### config.mk
export PLATFORM = sky130hd
export DESIGN_NAME = boot_uart_loader
export DESIGN_NICKNAME = d
export VERILOG_FILES = /design/src/rtl/boot_uart_loader.sv
export SDC_FILE = /design/constraint.sdc
export NUM_CORES = 1
export LEC_CHECK = 0
export BUFFER_PORTS_ARGS = -buffer_cell sky130_fd_sc_hd__buf_2
export CORE_MARGIN = 5
export CORE_UTILIZATION = 53
export CTS_CLUSTER_DIAMETER = 30
export DETAILED_ROUTE_END_ITERATION = 10
export PLACE_DENSITY_LB_ADDON = 0.1
export SETUP_SLACK_MARGIN = 0.3
export SLEW_MARGIN = 20
export SYNTH_ARGS = -nofsm -noshare
export SYNTH_HDL_FRONTEND = slang
export SYNTH_SLANG_ARGS = --single-unit
### constraint.sdc
create_clock -name clk -period 2.45 [get_ports clk]
set_clock_uncertainty 0.05 [all_clocks]
set_input_delay 0.3675 -clock clk [delete_from_list [all_inputs] [get_ports clk]]
set_output_delay 0.3675 -clock clk [all_outputs]
set_load 0.005 [all_outputs]
### src/rtl/boot_uart_loader.sv
// UART boot loader: parses a 32-bit little-endian word-count header, then packs
// little-endian data bytes into words and strobes them into SRAM via the boot port.
module boot_uart_loader #(
  parameter int              DATA_WIDTH     = 32,
  parameter int              ADDR_WIDTH     = 20,
  parameter longint unsigned BASE_ADDR      = 0,
  parameter longint unsigned MAX_WORDS      = (64'd1 << ADDR_WIDTH) - BASE_ADDR,
  parameter int unsigned     TIMEOUT_CYCLES = 1000000
) (
  input  logic                  clk,
  input  logic                  rst_n,
  input  logic                  boot_start,
  input  logic [7:0]            uart_rx_data,
  input  logic                  uart_rx_valid,
  output logic                  boot_mode,
  output logic                  boot_mem_wr_en,
  output logic [ADDR_WIDTH-1:0] boot_mem_addr,
  output logic [DATA_WIDTH-1:0] boot_mem_rd_data,
  output logic                  boot_done,
  output logic                  boot_error,
  output logic [31:0]           words_loaded
);

  localparam int BPW = DATA_WIDTH / 8;
  localparam int BCW = (BPW > 1) ? $clog2(BPW) : 1;

  typedef enum logic [2:0] {IDLE, LEN, DATA, FLUSH, DONE, ERROR} state_t;

  state_t                state, state_nx;
  logic [31:0]           len;
  logic [1:0]            hdr_cnt;
  logic [BCW-1:0]        byte_cnt;
  logic [DATA_WIDTH-1:0] word;
  logic [31:0]           tcnt;

  logic [31:0]           len_nx;
  logic [DATA_WIDTH-1:0] word_nx;
  logic                  start, byte_in, timeout, word_done, last_word;

  // Bytes enter at the top and shift down, so the first byte ends up in bits 7:0.
  assign len_nx  = {uart_rx_data, len[31:8]};
  assign word_nx = (word >> 8) | (DATA_WIDTH'(uart_rx_data) << (DATA_WIDTH - 8));

  always_comb begin
    state_nx  = state;
    start     = 1'b0;
    byte_in   = 1'b0;
    timeout   = 1'b0;
    word_done = 1'b0;
    last_word = 1'b0;
    case (state)
      IDLE, DONE, ERROR: begin
        start = boot_start;
        if (boot_start) state_nx = LEN;
      end
      LEN: begin
        byte_in = uart_rx_valid;
        timeout = !uart_rx_valid && (tcnt == TIMEOUT_CYCLES - 1);
        if (timeout)
          state_nx = ERROR;
        else if (uart_rx_valid && hdr_cnt == 2'd3) begin
          if (len_nx == 32'd0)                         state_nx = DONE;
          else if ({32'd0, len_nx} > 64'(MAX_WORDS))   state_nx = ERROR;
          else                                         state_nx = DATA;
        end
      end
      DATA: begin
        byte_in   = uart_rx_valid;
        timeout   = !uart_rx_valid && (tcnt == TIMEOUT_CYCLES - 1);
        word_done = uart_rx_valid && (byte_cnt == BCW'(BPW - 1));
        last_word = word_done && (words_loaded + 32'd1 == len);
        if (timeout)        state_nx = ERROR;
        else if (last_word) state_nx = FLUSH;
      end
      FLUSH:   state_nx = DONE;
      default: state_nx = IDLE;
    endcase
  end

  always_ff @(posedge clk or negedge rst_n) begin
    if (!rst_n) begin
      state            <= IDLE;
      len              <= '0;
      hdr_cnt          <= '0;
      byte_cnt         <= '0;
      word             <= '0;
      tcnt             <= '0;
      boot_mode        <= 1'b0;
      boot_mem_wr_en   <= 1'b0;
      boot_mem_addr    <= '0;
      boot_mem_rd_data <= '0;
      boot_done        <= 1'b0;
      boot_error       <= 1'b0;
      words_loaded     <= '0;
    end else begin
      state          <= state_nx;
      boot_mode      <= (state_nx == LEN) || (state_nx == DATA) || (state_nx == FLUSH);
      boot_done      <= (state_nx == DONE);
      boot_error     <= (state_nx == ERROR);
      boot_mem_wr_en <= word_done;

      if (start) begin
        len          <= '0;
        hdr_cnt      <= '0;
        byte_cnt     <= '0;
        word         <= '0;
        words_loaded <= '0;
      end

      if (byte_in && state == LEN) begin
        len     <= len_nx;
        hdr_cnt <= hdr_cnt + 2'd1;
      end

      if (byte_in && state == DATA) begin
        word     <= word_nx;
        byte_cnt <= word_done ? '0 : byte_cnt + BCW'(1);
      end

      // Address and data only move on a strobe, so they hold between writes.
      if (word_done) begin
        boot_mem_addr    <= ADDR_WIDTH'(BASE_ADDR) + ADDR_WIDTH'(words_loaded);
        boot_mem_rd_data <= word_nx;
        words_loaded     <= words_loaded + 32'd1;
      end

      if (start || byte_in)
        tcnt <= '0;
      else if (state == LEN || state == DATA)
        tcnt <= tcnt + 32'd1;
    end
  end

endmodule

==> results.json <==
{
  "root_buffer": "clkbuf_16",
  "period_minus_slack_ns": 2.40,
  "hold_end": "boot_mem_rd_data[31]$_DFFE_PN0P_",
  "htreeDepth": 4,
  "rsz0062_at_grt": "yes",
  "post-dp-hpwl_um": 16100,
  "syn-cell-area_um2": 9020,
  "setup_tns_ns": 0,
  "worstPathArrival_ns": 2.71,
  "reg2reg_from": "words_loaded[0]$_DFFE_PN0P_",
  "hold_depth": 3,
  "slew_violations": 0,
  "place.gp.congestion": 0.922,
  "ir_drop_uv": 549,
  "drt_wl_total_um": 24400,
  "clkSlewWorstSetupHoldPaths_ns": 0.07,
  "yosysSeqAreaShare_pct": 50.8,
  "synth-adder-area-share_pct": 0.555,
  "synth_edf_count": 0,
  "switchingPower_mw": 2.55,
  "power_frac_seq_pct": 45.3,
  "core_um2": 16600,
  "synthToLayoutAreaGrowth_pct": 26.5,
  "die_h_um": 140,
  "hold_viol": 0,
  "numCtsBuffers": 17,
  "crit_type": "flop to flop",
  "numPlacedInstances": 1285,
  "rows": 47,
  "synth_seq_cells": 183,
  "synth-compound-area-share_pct": 14.0,
  "setup_violations": 0,
  "outcome": "finished, final reports clean",
  "slew_headroom_pct": 70.0,
  "worst-path-max-fanout": 7,
  "layout_commonest_cell": "nand2_1",
  "cp.required_ns": 2.76,
  "clk_latency_ns": 0.44,
  "power_density_nw_per_um2": 712,
  "clockBufferDepth": 2,
  "endpoint_kind": "flop",
  "reg2regPathDepth": 8,
  "drc": 0,
  "final_cell_mix": "nand2_1 (198), dfrtp_1 (173), buf_4 (107)",
  "fin_cells": 1349,
  "worst-slew-pin-transition_ns": 0.449,
  "cts_tree": "built",
  "ant_nets": 0,
  "r2r_end": "boot_error$_DFF_PN0_",
  "fin_crit_sh_pct": 98.1,
  "io_buffers": 99,
  "final_net_count": 1132,
  "grt_pass1_vias": 7667,
  "yosys.area_share.simple_pct": 23.7,
  "grt-ovfl-total": 0,
  "switching_share_pct": 31.3,
  "yosys-mux-area-fraction_pct": 0.347,
  "drtIter0Drc": 643,
  "die_w_um": 140,
  "synth_xor_area_share_pct": 7.05,
  "synthDistinctLibCells": 64,
  "pin_count": 100,
  "hold_start": "uart_rx_data[7]",
  "grt_max_degree": 79,
  "grt_pass1_wl_um": 40100,
  "min_path_type": "input pin to flop",
  "r2r_slack_ns": 0.05,
  "power_frac_comb_pct": 21.5,
  "clock_power_share_pct": 33.2,
  "max_freq_mhz": 416,
  "intPower_mw": 5.58,
  "synthCells": 941,
  "initial_utilization_pct": 54.2,
  "p_leak_nw": 5.67,
  "antenna_found_initial": 0,
  "dr.pass1.iters": 5,
  "synthArstFlopShare_pct": 100,
  "drv_cap": 0,
  "diodes": 0,
  "vias_per_cell": 5.83,
  "syn-num-nets": 957,
  "wl_per_cell_um": 18.1,
  "cp-start-kind": "flop",
  "track_usage_pct": 24.9,
  "ys.warnings.count": 0,
  "fp.dieArea_um2": 19700,
  "final_util_pct": 68.6,
  "synth_top_family_by_area": "simple AND/OR/NAND/NOR gates",
  "vias": 7867,
  "drive_gt1_share_pct": 28.3,
  "clock_sinks": 183,
  "synth-main-ff-cell": "dfrtp_1",
  "syn_area_per_cell_um2": 9.59
}
Yosys cell counts (9+ instances only):
cell type,number,area (um^2)
nor3_1,12,60.1
nor4_1,21,131
a21oi_1,19,95.1
buf_2,12,60.1
xnor2_1,36,315
nand3_1,30,150
inv_1,11,41.3
clkbuf_1,33,124
dfrtp_1,183,4580
nor2_1,72,270
nand4_1,27,169
xor2_1,34,298
and3_1,9,56.3
nand2_1,202,758
o21ai_0,47,235
o31ai_1,12,90.1
a22o_1,61,534
routing by layer:
layer  vias to the layer above  GRT usage (%)  routed length, um
met2                       253           39.0              11500
met5                         -              0                  0
met3                        46           4.43               1270
met4                         0           7.29                498
met1                      3883           35.8              11100
li1                       3685              -                  -
how the worst max path moves through the flow:
stage                                      startpoint  slack, ns              endpoint
final                     words_loaded[0]$_DFFE_PN0P_       0.05  boot_error$_DFF_PN0_
after global routing      words_loaded[3]$_DFFE_PN0P_     -0.009  boot_error$_DFF_PN0_
after CTS                 words_loaded[9]$_DFFE_PN0P_       0.18  boot_error$_DFF_PN0_
after detailed placement  words_loaded[0]$_DFFE_PN0P_      -0.02  boot_error$_DFF_PN0_
after global placement             state[0]$_DFF_PN0_     -0.008  boot_error$_DFF_PN0_
after floorplan           words_loaded[7]$_DFFE_PN0P_       0.30  boot_error$_DFF_PN0_
metrics by stage:
| stage | setup slack, ns | power (mW) | instance area, um^2 | hold slack [ns] |
|---|---|---|---|---|
| 6_report | 0.0477 | 8.13 | 11400 | 0.136 |
| 5_1_grt | -0.00933 | 8.51 | 11400 | 0.128 |
| 4_1_cts | 0.180 | 8.07 | 11200 | 0.124 |
| 3_5_place_dp | -0.0198 | 5.31 | 10300 | 0.226 |
| 3_3_place_gp | -0.00814 | 5.29 | 10300 | 0.225 |
| 2_1_floorplan | 0.300 | 4.67 | 9080 | 0.0219 |
logic make-up (layout without fill, tap and decap cells):
| family | after synthesis | after routing |
|---|---|---|
| AOI/OAI and AO/OA | 174 | 174 |
| adders and majority gates | 4 | 4 |
| DFF | 183 | 183 |
| and+or+nand+nor | 434 | 435 |
| muxes | 3 | 3 |
| xor gates and xnor gates | 71 | 71 |
| buffers and inverters | 72 | 259 |
registers in the layout, summed over array words and instances, names as in the netlist:
name              count
boot_done             1
boot_error            1
boot_mem_addr        20
boot_mem_rd_data     32
boot_mem_wr_en        1
boot_mode             1
byte_cnt              2
hdr_cnt               2
len                  32
state                 3
tcnt                 32
word                 24
words_loaded         32
area by class of cell:
type	instances	area, um^2
Inverter	12	45.0
Multi-Input combinational cell	687	4490
Timing Repair Buffer	215	1440
Tap cell	220	275
Fill cell	1289	5230
Sequential cell	183	4590
Clock buffer	18	429
Clock inverter	14	141
power by group through the flow:
| stage | logic, mW | clock network, mW | registers [mW] |
|---|---|---|---|
| floorplan | 1.03 | 0 | 3.64 |
| global placement | 1.58 | 0 | 3.71 |
| detailed placement | 1.59 | 0 | 3.72 |
| CTS | 1.66 | 2.74 | 3.67 |
| global route | 1.91 | 2.88 | 3.72 |
| finish | 1.75 | 2.70 | 3.68 |
timing repair:
item / CTS / global route
hold endpoints to repair: 26 / 0
pin swaps: 17 / 19
cloned: 0 / 1
setup buffers: 17 / 13
hold buffers: 1 / 0
resized for setup: 40 / 27
endpoints found under the setup margin: 8 / 24
worst max-delay path, cell delays in order (launching register included):
cell,delay (ns)
dfrtp_2,0.40
buf_4,0.17
and3_4,0.26
nand4_1,0.20
a311oi_1,0.31
mux2i_1,0.13
a2111oi_1,0.38
nand4_1,0.24
a21oi_1,0.19
(Power assumes the default switching activity.)
